[src/rtl/pipe_pkg.sv]
// Shared types and constants for the miniRV inter-stage pipeline registers.
// Control field layout, the default no-op control word and per-stage payload widths.
package pipe_pkg;

  localparam int WR_W       = 5;
  localparam int RF_WSEL_W  = 2;
  localparam int BR_W       = 3;
  localparam int RF_WE_W    = 1;
  localparam int ALU_OP_W   = 4;
  localparam int ALUB_SEL_W = 1;
  localparam int RAM_WE_W   = 1;

  localparam int CTRL_W_DEF = WR_W + RF_WSEL_W + BR_W + RF_WE_W +
                              ALU_OP_W + ALUB_SEL_W + RAM_WE_W;

  typedef struct packed {
    logic [WR_W-1:0]       wr;
    logic [RF_WSEL_W-1:0]  rf_wsel;
    logic [BR_W-1:0]       br;
    logic [RF_WE_W-1:0]    rf_we;
    logic [ALU_OP_W-1:0]   alu_op;
    logic [ALUB_SEL_W-1:0] alub_sel;
    logic [RAM_WE_W-1:0]   ram_we;
  } ctrl_t;

  // All write-enables low: safe to hold while the stage carries a bubble.
  localparam ctrl_t NOP_CTRL_DEF = '0;

  // Default payload widths per stage boundary.
  localparam int IFID_DATA_W  = 96;
  localparam int IFID_CTRL_W  = CTRL_W_DEF;
  localparam int IDEX_DATA_W  = 192;
  localparam int IDEX_CTRL_W  = CTRL_W_DEF;
  localparam int EXMEM_DATA_W = 160;
  localparam int EXMEM_CTRL_W = CTRL_W_DEF;
  localparam int MEMWB_DATA_W = 128;
  localparam int MEMWB_CTRL_W = CTRL_W_DEF;

endpackage

[src/rtl/pipe_stage_reg_skid.sv]
// pipe_skid_buf: single-entry bypass buffer used as the second slot of a pipeline stage.
// When empty the outputs pass the incoming beat straight through, so the consumer
// always reads "oldest available beat" from one place.
module pipe_skid_buf
  import pipe_pkg::*;
#(
  parameter int                DATA_W   = IDEX_DATA_W,
  parameter int                CTRL_W   = IDEX_CTRL_W,
  parameter logic [CTRL_W-1:0] NOP_CTRL = '0
) (
  input  logic              clk_i,
  input  logic              rst_i,
  input  logic              clr_i,
  input  logic              push_i,
  input  logic              pop_i,
  input  logic [DATA_W-1:0] data_i,
  input  logic [CTRL_W-1:0] ctrl_i,
  output logic              valid_o,
  output logic [DATA_W-1:0] data_o,
  output logic [CTRL_W-1:0] ctrl_o
);

  logic              valid_q;
  logic [DATA_W-1:0] data_q;
  logic [CTRL_W-1:0] ctrl_q;

  // Entry storage: clear beats push beats beats pop.
  always_ff @(posedge clk_i or posedge rst_i) begin
    if (rst_i) begin
      valid_q <= 1'b0;
      data_q  <= '0;
      ctrl_q  <= NOP_CTRL;
    end else if (clr_i) begin
      valid_q <= 1'b0;
    end else if (push_i) begin
      valid_q <= 1'b1;
      data_q  <= data_i;
      ctrl_q  <= ctrl_i;
    end else if (pop_i) begin
      valid_q <= 1'b0;
    end
  end

  assign valid_o = valid_q;
  assign data_o  = valid_q ? data_q : data_i;
  assign ctrl_o  = valid_q ? ctrl_q : ctrl_i;

endmodule

[src/rtl/pipe_stage_reg.sv]
// pipe_stage_reg: generic inter-stage pipeline register with valid/ready handshake,
// hazard stall/flush and a saturating bubble counter.
// Build option: define PIPE_SKID_EN for a 2-entry stage (main + skid) that breaks the
// combinational out_ready_i -> in_ready_o path; otherwise a 1-entry stage.
module pipe_stage_reg
  import pipe_pkg::*;
#(
  parameter int                DATA_W   = IDEX_DATA_W,
  parameter int                CTRL_W   = IDEX_CTRL_W,
  parameter logic [CTRL_W-1:0] NOP_CTRL = CTRL_W'(NOP_CTRL_DEF),
  parameter int                CNT_W    = 16
) (
  input  logic              clk_i,
  input  logic              rst_i,
  input  logic              in_valid_i,
  output logic              in_ready_o,
  input  logic [DATA_W-1:0] in_data_i,
  input  logic [CTRL_W-1:0] in_ctrl_i,
  input  logic              stall_i,
  input  logic              flush_i,
  output logic              out_valid_o,
  input  logic              out_ready_i,
  output logic [DATA_W-1:0] out_data_o,
  output logic [CTRL_W-1:0] out_ctrl_o,
  output logic [CNT_W-1:0]  bubble_cnt_o
);

  logic              valid_q;
  logic [DATA_W-1:0] data_q;
  logic [CTRL_W-1:0] ctrl_q;
  logic [CNT_W-1:0]  cnt_q;

  logic              in_fire;
  logic              out_fire;
  logic              load_main;
  logic              src_valid;
  logic [DATA_W-1:0] src_data;
  logic [CTRL_W-1:0] src_ctrl;

  assign out_valid_o = valid_q & ~stall_i;
  assign out_fire    = out_valid_o & out_ready_i;
  assign in_fire     = in_valid_i & in_ready_o;

  // Main slot takes a new beat (or goes empty) when it is empty or draining this cycle.
  assign load_main   = ~flush_i & ~stall_i & (~valid_q | out_fire);

`ifdef PIPE_SKID_EN
  logic skid_valid;
  logic skid_push;
  logic skid_pop;

  // A beat that cannot enter main (main full and not draining) parks in the skid entry.
  assign skid_push  = in_fire & ~flush_i & ~load_main;
  assign skid_pop   = load_main & skid_valid;
  assign in_ready_o = (~skid_valid & ~stall_i) | flush_i;
  // Skid holds the older beat, so it has priority; its bypass mux hands over in_data otherwise.
  assign src_valid  = skid_valid | in_fire;

  pipe_skid_buf #(
    .DATA_W   (DATA_W),
    .CTRL_W   (CTRL_W),
    .NOP_CTRL (NOP_CTRL)
  ) u_skid (
    .clk_i   (clk_i),
    .rst_i   (rst_i),
    .clr_i   (flush_i),
    .push_i  (skid_push),
    .pop_i   (skid_pop),
    .data_i  (in_data_i),
    .ctrl_i  (in_ctrl_i),
    .valid_o (skid_valid),
    .data_o  (src_data),
    .ctrl_o  (src_ctrl)
  );
`else
  assign in_ready_o = ((~valid_q | out_ready_i) & ~stall_i) | flush_i;
  assign src_valid  = in_fire;
  assign src_data   = in_data_i;
  assign src_ctrl   = in_ctrl_i;
`endif

  // Main slot: flush kills the beat but leaves data untouched; control drops to NOP when empty.
  always_ff @(posedge clk_i or posedge rst_i) begin
    if (rst_i) begin
      valid_q <= 1'b0;
      data_q  <= '0;
      ctrl_q  <= NOP_CTRL;
    end else if (flush_i) begin
      valid_q <= 1'b0;
      ctrl_q  <= NOP_CTRL;
    end else if (load_main) begin
      if (src_valid) begin
        valid_q <= 1'b1;
        data_q  <= src_data;
        ctrl_q  <= src_ctrl;
      end else begin
        valid_q <= 1'b0;
        ctrl_q  <= NOP_CTRL;
      end
    end
  end

  // Bubble counter: one count per edge without a visible beat, sticks at all-ones.
  always_ff @(posedge clk_i or posedge rst_i) begin
    if (rst_i) begin
      cnt_q <= '0;
    end else if (~out_valid_o && (cnt_q != {CNT_W{1'b1}})) begin
      cnt_q <= cnt_q + CNT_W'(1);
    end
  end

  assign out_data_o   = data_q;
  assign out_ctrl_o   = ctrl_q;
  assign bubble_cnt_o = cnt_q;

endmodule
[config.mk]
export PLATFORM = sky130hd
export DESIGN_NAME = pipe_stage_reg
export DESIGN_NICKNAME = d
export VERILOG_FILES = /design/src/rtl/pipe_pkg.sv /design/src/rtl/pipe_stage_reg_skid.sv /design/src/rtl/pipe_stage_reg.sv
export SDC_FILE = /design/constraint.sdc
export NUM_CORES = 1
export LEC_CHECK = 0
export ABC_AREA = 1
export CAP_MARGIN = 40
export CORE_AREA = 2 2 172 174
export DETAILED_ROUTE_END_ITERATION = 10
export DIE_AREA = 0 0 174 176
export PLACE_DENSITY_LB_ADDON = 0.05
export SLEW_MARGIN = 20
export SYNTH_ARGS = -nofsm -noshare
export SYNTH_HDL_FRONTEND = slang
export SYNTH_SLANG_ARGS = --single-unit
[constraint.sdc]
create_clock -name clk_i -period 11.82 [get_ports clk_i]
set_clock_uncertainty 0.15 [all_clocks]
set_input_delay 2.364 -clock clk_i [delete_from_list [all_inputs] [get_ports clk_i]]
set_output_delay 2.364 -clock clk_i [all_outputs]
set_load 0.005 [all_outputs]
==> results.ini, run 1 <==
[global_routing]
met2_usage_pct=33.3
grt_pass1_vias=8047
grt_overflow=0
grt_antenna_before_repair=1
grt_pass1_wl_um=46700
grtUsageMet1_pct=22.6
use_met3_pct=7.02
grt_usage_pct=19.4
grt_max_degree=226
top_usage_layer=met2

[placed_design]
dp_slack_ns=5.34
io_buffers=441
gp_congestion=0.786
place_area_sq_mm=0.0140
dpl.hpwl_um=22100

[clock_network]
post_cts_buffers=0
numCtsBuffers=27
postCtsResizedCells=0
insertion_delay_ns=0.52
htreeDepth=1
cts_root_buf=clkbuf_16
clk_path_buf_depth=3
cts_hold_buffers=0
cts.clk_slew.worst_paths_ns=0.06
cts_tree=done
cts.sinks=226

[sta]
final.min_clock_period_ns=6.49
worst_slew_pin_slew_ns=0.882
clock.fmax_mhz=154
min_period_over_period_pct=54.9
whs_ns=0.330
slew_headroom_pct=41.2
final_max_slew_viol_count=0
setup_violations=0
rsz0062_at_grt=false
setup-tns-final_ns=0
worst_slack_ns=5.33
finalHoldViolations=0

[yosys]
synth_edf_count=0
syn_inst=1043
synth_fp_nets=1259
synth_cell_types=22
synth-seq-cells=226
async_flop_share_pct=100
seq_area_frac_synth_pct=61.0
synth_warnings=0
avgSynthCellArea_sq_um=8.89
synth_area_sq_mm=0.00927
ys.flop_type=dfrtp_1

[setup_path]
cp.required_ns=9.31
worst_setup_path_end_kind=primary output
worstPathArrival_ns=3.97
cp_max_fo=18
cp-start-kind=input port
reg2reg_slack_ns=9.12
worst-setup-path-type=input port to primary output

[final_layout]
finalNetCount=1689
final_area_sq_mm=0.0148
final_util_pct=52.0
area_growth_pct=60.1
drive_gt1_share_pct=3.88

[drt]
avgRoutedWirePerCell_um=15.8
viasPerCell=4.21
drt_iter0_drc=363
firstDrtPassIters=4
vias=7899
ant_nets=0
drc_errors=0
drt-total-wl_um=29700

[power]
p_per_area_mw_per_mm2=157
peakVddDrop_mv=0.0811
p_leak_uw=0.00721

[floorplanning]
fp.dieH_um=176
start_util_pct=32.5
fp.coreArea_sq_mm=0.0285
boundaryPins=442
die_w_um=174
placementRows=62
die_area_sq_mm=0.0306

[worst_hold_path]
hp-class=register to register

[run]
drv_cap=0

[status]
outcome=finished clean

==> path summary, 6_finish.rpt <==
| check | from | to | cells past startpoint |
|---|---|---|---|
| worst max-delay path | out_ready_i | in_ready_o | 4 |
| worst min-delay path | out_data_o[53] | out_data_o[53] | 2 |
| worst max register to register | valid_q | out_ctrl_o[1] | 6 |
| worst min register to register | out_data_o[53] | out_data_o[53] | 2 |
| max in group asynchronous | rst_i | out_data_o[152] | 4 |
| min in group asynchronous | rst_i | out_data_o[140] | 2 |
==> layout make-up <==
cell class,instances,area (sq um)
sequential,226,5660
tap,384,480
timing repair buffer,449,4540
multi-input combinational,543,2430
inverter,226,856
clock inverter,11,130
clock buffer,38,747
fill,2760,13700
antenna,1,2.50
==> report_power, final <==
part / switching [uW] / leakage, uW / internal, uW
Clock: 323 / 0.000437 / 503
Sequential: 74.0 / 0.00284 / 895
Combinational: 202 / 0.00393 / 327
==> placed cells by master, fill, tap and decap left out, types with 2 or more instances in the layout <==
cell type,n
nor2_1,17
inv_1,223
clkbuf_8,3
o21ai_0,150
clkbuf_1,8
inv_2,2
nand2_1,270
clkinv_2,8
buf_12,2
nand3_1,26
clkdlybuf4s50_1,441
xnor2_1,4
o21ai_1,62
nand4_1,4
nand2_2,2
bufinv_16,3
xor2_1,2
buf_4,4
dfrtp_1,226
clkbuf_16,27
buf_16,2
==> synth_stat cells (2+ instances only) <==
library cell    n  area share (%)
nand3_1        26             1.4
nand2_1       270              11
dfrtp_1       226              61
nand2_2         2            0.13
clkbuf_1        4            0.16
xor2_1          2            0.19
inv_2           2           0.081
buf_6          10             1.2
o21ai_1        62             3.3
nand4_1         4            0.27
nor2_1         17            0.69
buf_4          16             1.3
xnor2_1         4            0.38
o21ai_0       150             8.1
buf_2          18            0.97
inv_1         224             9.1
==> routing by layer <==
| layer | routed length [um] | up-vias |
|---|---|---|
| met1 | 11800 | 3534 |
| met3 | 2870 | 49 |
| met5 | 0 | - |
| met2 | 14200 | 302 |
| li1 | - | 4014 |
| met4 | 852 | 0 |
==> flip-flops by register name (all words and copies together), names as in the netlist <==
signal	count
bubble_cnt_o	16
out_ctrl_o	17
out_data_o	192
valid_q	1
==> per-stage QoR <==
stage / total power (uW) / instances
after floorplan: 1140 / 1043
after global placement: 1510 / 1824
after detailed placement: 1520 / 1828
after CTS: 2360 / 1877
after global routing: 2460 / 1878
final: 2320 / 1878
==> cell families after synthesis <==
group	synth area share [%]
AO/OA/AOI/OAI	11.6
flip-flops	61.0
buffers and inverters	12.8
AND/OR/NAND/NOR	13.9
adder cells (fa/ha/maj)	0.135
XOR/XNOR	0.567
==> worst max-delay path: stages <==
cell and delay [ns]:
clkdlybuf4s50_1 0.45, o21ai_4 0.48, nand2_2 0.16, clkdlybuf4s50_1 0.51
Note: power is estimated with default switching activity, not from simulation.
==> inputs of run 2 (changes only) <==
Settings changed: CORE_AREA 2 2 172 174 to unset, CORE_ASPECT_RATIO set to 0.5, CORE_MARGIN set to 2, CORE_UTILIZATION set to 37, DIE_AREA 0 0 174 176 to unset.
Clock period 11.82 ns to 5.44 ns, I/O delays scaled along.
==> run 2 against run 1 <==
Against the previous run: core utilization grew 8.2 points; clock-buffer cell count shrank 8; sequential share of layout area grew 0.59 points; global-route usage grew 0.70 points; largest cell class unchanged; total power grew 110%; critical path depth is the same; first-iteration DRC count grew 9.4%; largest power group unchanged.
==> results.ini, run 2 (synthesis results as in run 1) <==
[status]
outcome=finished clean  ; unchanged

[placed_design]
place_inst=1779  ; was 1828
dpl.hpwl_um=20200  ; was 22100 um
gp_congestion=0.831  ; was 0.786
io_buffers=441  ; unchanged

[worst_hold_path]
hp-class=register to register  ; unchanged
min_path_cells=2  ; unchanged

[sta]
min_period_over_period_pct=71.2
final_max_slew_viol_count=0  ; unchanged
slew_headroom_pct=50.9  ; was 41.2%
setup_violations=0  ; unchanged
final.min_clock_period_ns=3.88
finalHoldViolations=0  ; unchanged
clock.fmax_mhz=258
setup-tns-final_ns=0  ; unchanged
worst_slew_pin_slew_ns=0.736  ; was 0.882 ns
rsz0062_at_grt=false  ; unchanged

[drt]
drt-total-wl_um=27200  ; was 29700 um
maxUsedRoutingLayer=met4  ; unchanged
met1Wirelength_um=11000  ; was 11800 um
wl_met2_um=13600  ; was 14200 um
wl_met3_um=1970  ; was 2870 um
viasPerCell=4.35  ; was 4.21
vias=7905  ; was 7899
avgRoutedWirePerCell_um=15.0  ; was 15.8 um
drt_iter0_drc=397  ; was 363
drc_errors=0  ; unchanged
ant_nets=0  ; unchanged
firstDrtPassIters=4  ; unchanged

[power]
p_seq_share_pct=44.0  ; was 41.7%
p_int_uw=3530  ; was 1720 uW
switching_power_uw=1260  ; was 599 uW
clockPowerShare_pct=32.3  ; was 35.6%
comb_power_share_pct=23.8  ; was 22.8%
power_uw=4790  ; was 2320 uW
p_leak_uw=0.00713  ; was 0.00721 uW
p_per_area_mw_per_mm2=328  ; was 157 mW/mm^2
swShare_pct=26.2  ; was 25.8%
peakVddDrop_mv=0.186  ; was 0.0811 mV

[clock_network]
cts_hold_buffers=0  ; unchanged
insertion_delay_ns=0.52  ; about the same
cts.clk_slew.worst_paths_ns=0.06  ; about the same
cts_tree=done  ; unchanged
cts.sinks=226  ; unchanged
post_cts_buffers=0  ; unchanged
numCtsBuffers=23  ; was 27
htreeDepth=1  ; unchanged
postCtsResizedCells=0  ; unchanged
clk_path_buf_depth=3  ; unchanged
cts_root_buf=clkbuf_16  ; unchanged

[setup_path]
worstPathArrival_ns=2.64  ; was 3.97 ns
worst_setup_path_end_kind=primary output  ; unchanged
cp_max_fo=18  ; unchanged
r2r_cells=6  ; unchanged
cp-start-kind=input port  ; unchanged
worst-setup-path-type=input port to primary output  ; unchanged
cp.required_ns=4.20  ; was 9.31 ns

[floorplanning]
start_util_pct=38.2  ; was 32.5%
boundaryPins=442  ; unchanged
die_area_sq_mm=0.0264  ; was 0.0306 sq mm
fp.dieH_um=116  ; was 176 um
placementRows=40  ; was 62
fp.coreArea_sq_mm=0.0243  ; was 0.0285 sq mm
die_w_um=228  ; was 174 um

[final_layout]
finalNetCount=1684  ; was 1689
n_fill_cell=2163  ; was 2760
largest_reg_flops=192  ; unchanged
drive_gt1_share_pct=3.57  ; was 3.88%
final_common_cell=clkdlybuf4s50_1  ; unchanged
diodes=0  ; was 1
area_growth_pct=57.6  ; was 60.1%
final_cell_mix=clkdlybuf4s50_1 (441), nand2_1 (270), dfrtp_1 (226), inv_1 (223), o21ai_0 (150)  ; unchanged
fin_cells=1819  ; was 1878

[global_routing]
grt_antenna_before_repair=0  ; was 1
grt_pass1_vias=7629  ; was 8047
grt_max_degree=134  ; was 226
grt_usage_pct=20.1  ; was 19.4%
grt_overflow=0  ; unchanged
grt_pass1_wl_um=42000  ; was 46700 um

[run]
drv_cap=0  ; unchanged

run 2: cell count changes in the layout (fill, tap and decap cells not counted), sizes merged:
cell,change
clkbuf,-8
bufinv,-2
buf,-1
clkinv,-1
clkinvlp,+1
diode,-1
inv,+1
run 2: power groups by stage:
stage                     clock (uW)  combinational (uW)  sequential, uW
after floorplan                    0                 338            2140
after detailed placement           0                1160            2130
after CTS                       1600                1160            2110
final                           1550                1140            2110
after global placement             0                1140            2130
after global routing            1670                1250            2140
run 2: critical path, cell delays in order:
cell             delay, ns
clkdlybuf4s50_1       0.44
o21ai_4               0.45
nand2_2               0.15
clkdlybuf4s50_1       0.50
run 2: metrics by stage:
stage | utilization (%) | hold slack [ns] | setup WS, ns | area (sq um)
final | 60.2 | 0.333 | 1.56 | 14600
after global routing | 60.2 | 0.357 | 1.48 | 14600
after CTS | 60.2 | 0.337 | 1.55 | 14600
after detailed placement | 57.2 | 0.322 | 1.54 | 13900
after global placement | 57.2 | 0.315 | 1.55 | 13900
after floorplan | - | 0.326 | 1.25 | 9270
run 2: final cells by class:
class | count | area [sq um] | area share, %
Inverter | 226 | 852 | 5.83
Multi-Input combinational cell | 543 | 2430 | 16.6
Clock inverter | 10 | 85.1 | 0.582
Clock buffer | 30 | 642 | 4.39
Sequential cell | 226 | 5660 | 38.7
Timing Repair Buffer | 448 | 4530 | 31.0
Tap cell | 336 | 420 | 2.88
run 2: routing by layer:
layer	vias up	track usage [%]
met5	-	0
met4	0	5.32
met3	47	6.79
met2	203	35.7
met1	3651	23.6
li1	4004	-
run 2: worst paths after layout:
check	startpoint	to	slack [ns]
worst max-delay path	out_ready_i	in_ready_o	1.56
worst min-delay path	out_data_o[123]	out_data_o[123]	0.33
worst max register to register	valid_q	valid_q	2.99
worst min register to register	out_data_o[123]	out_data_o[123]	0.33
max in group asynchronous	rst_i	out_data_o[74]	3.55
min in group asynchronous	rst_i	out_ctrl_o[8]	0.95
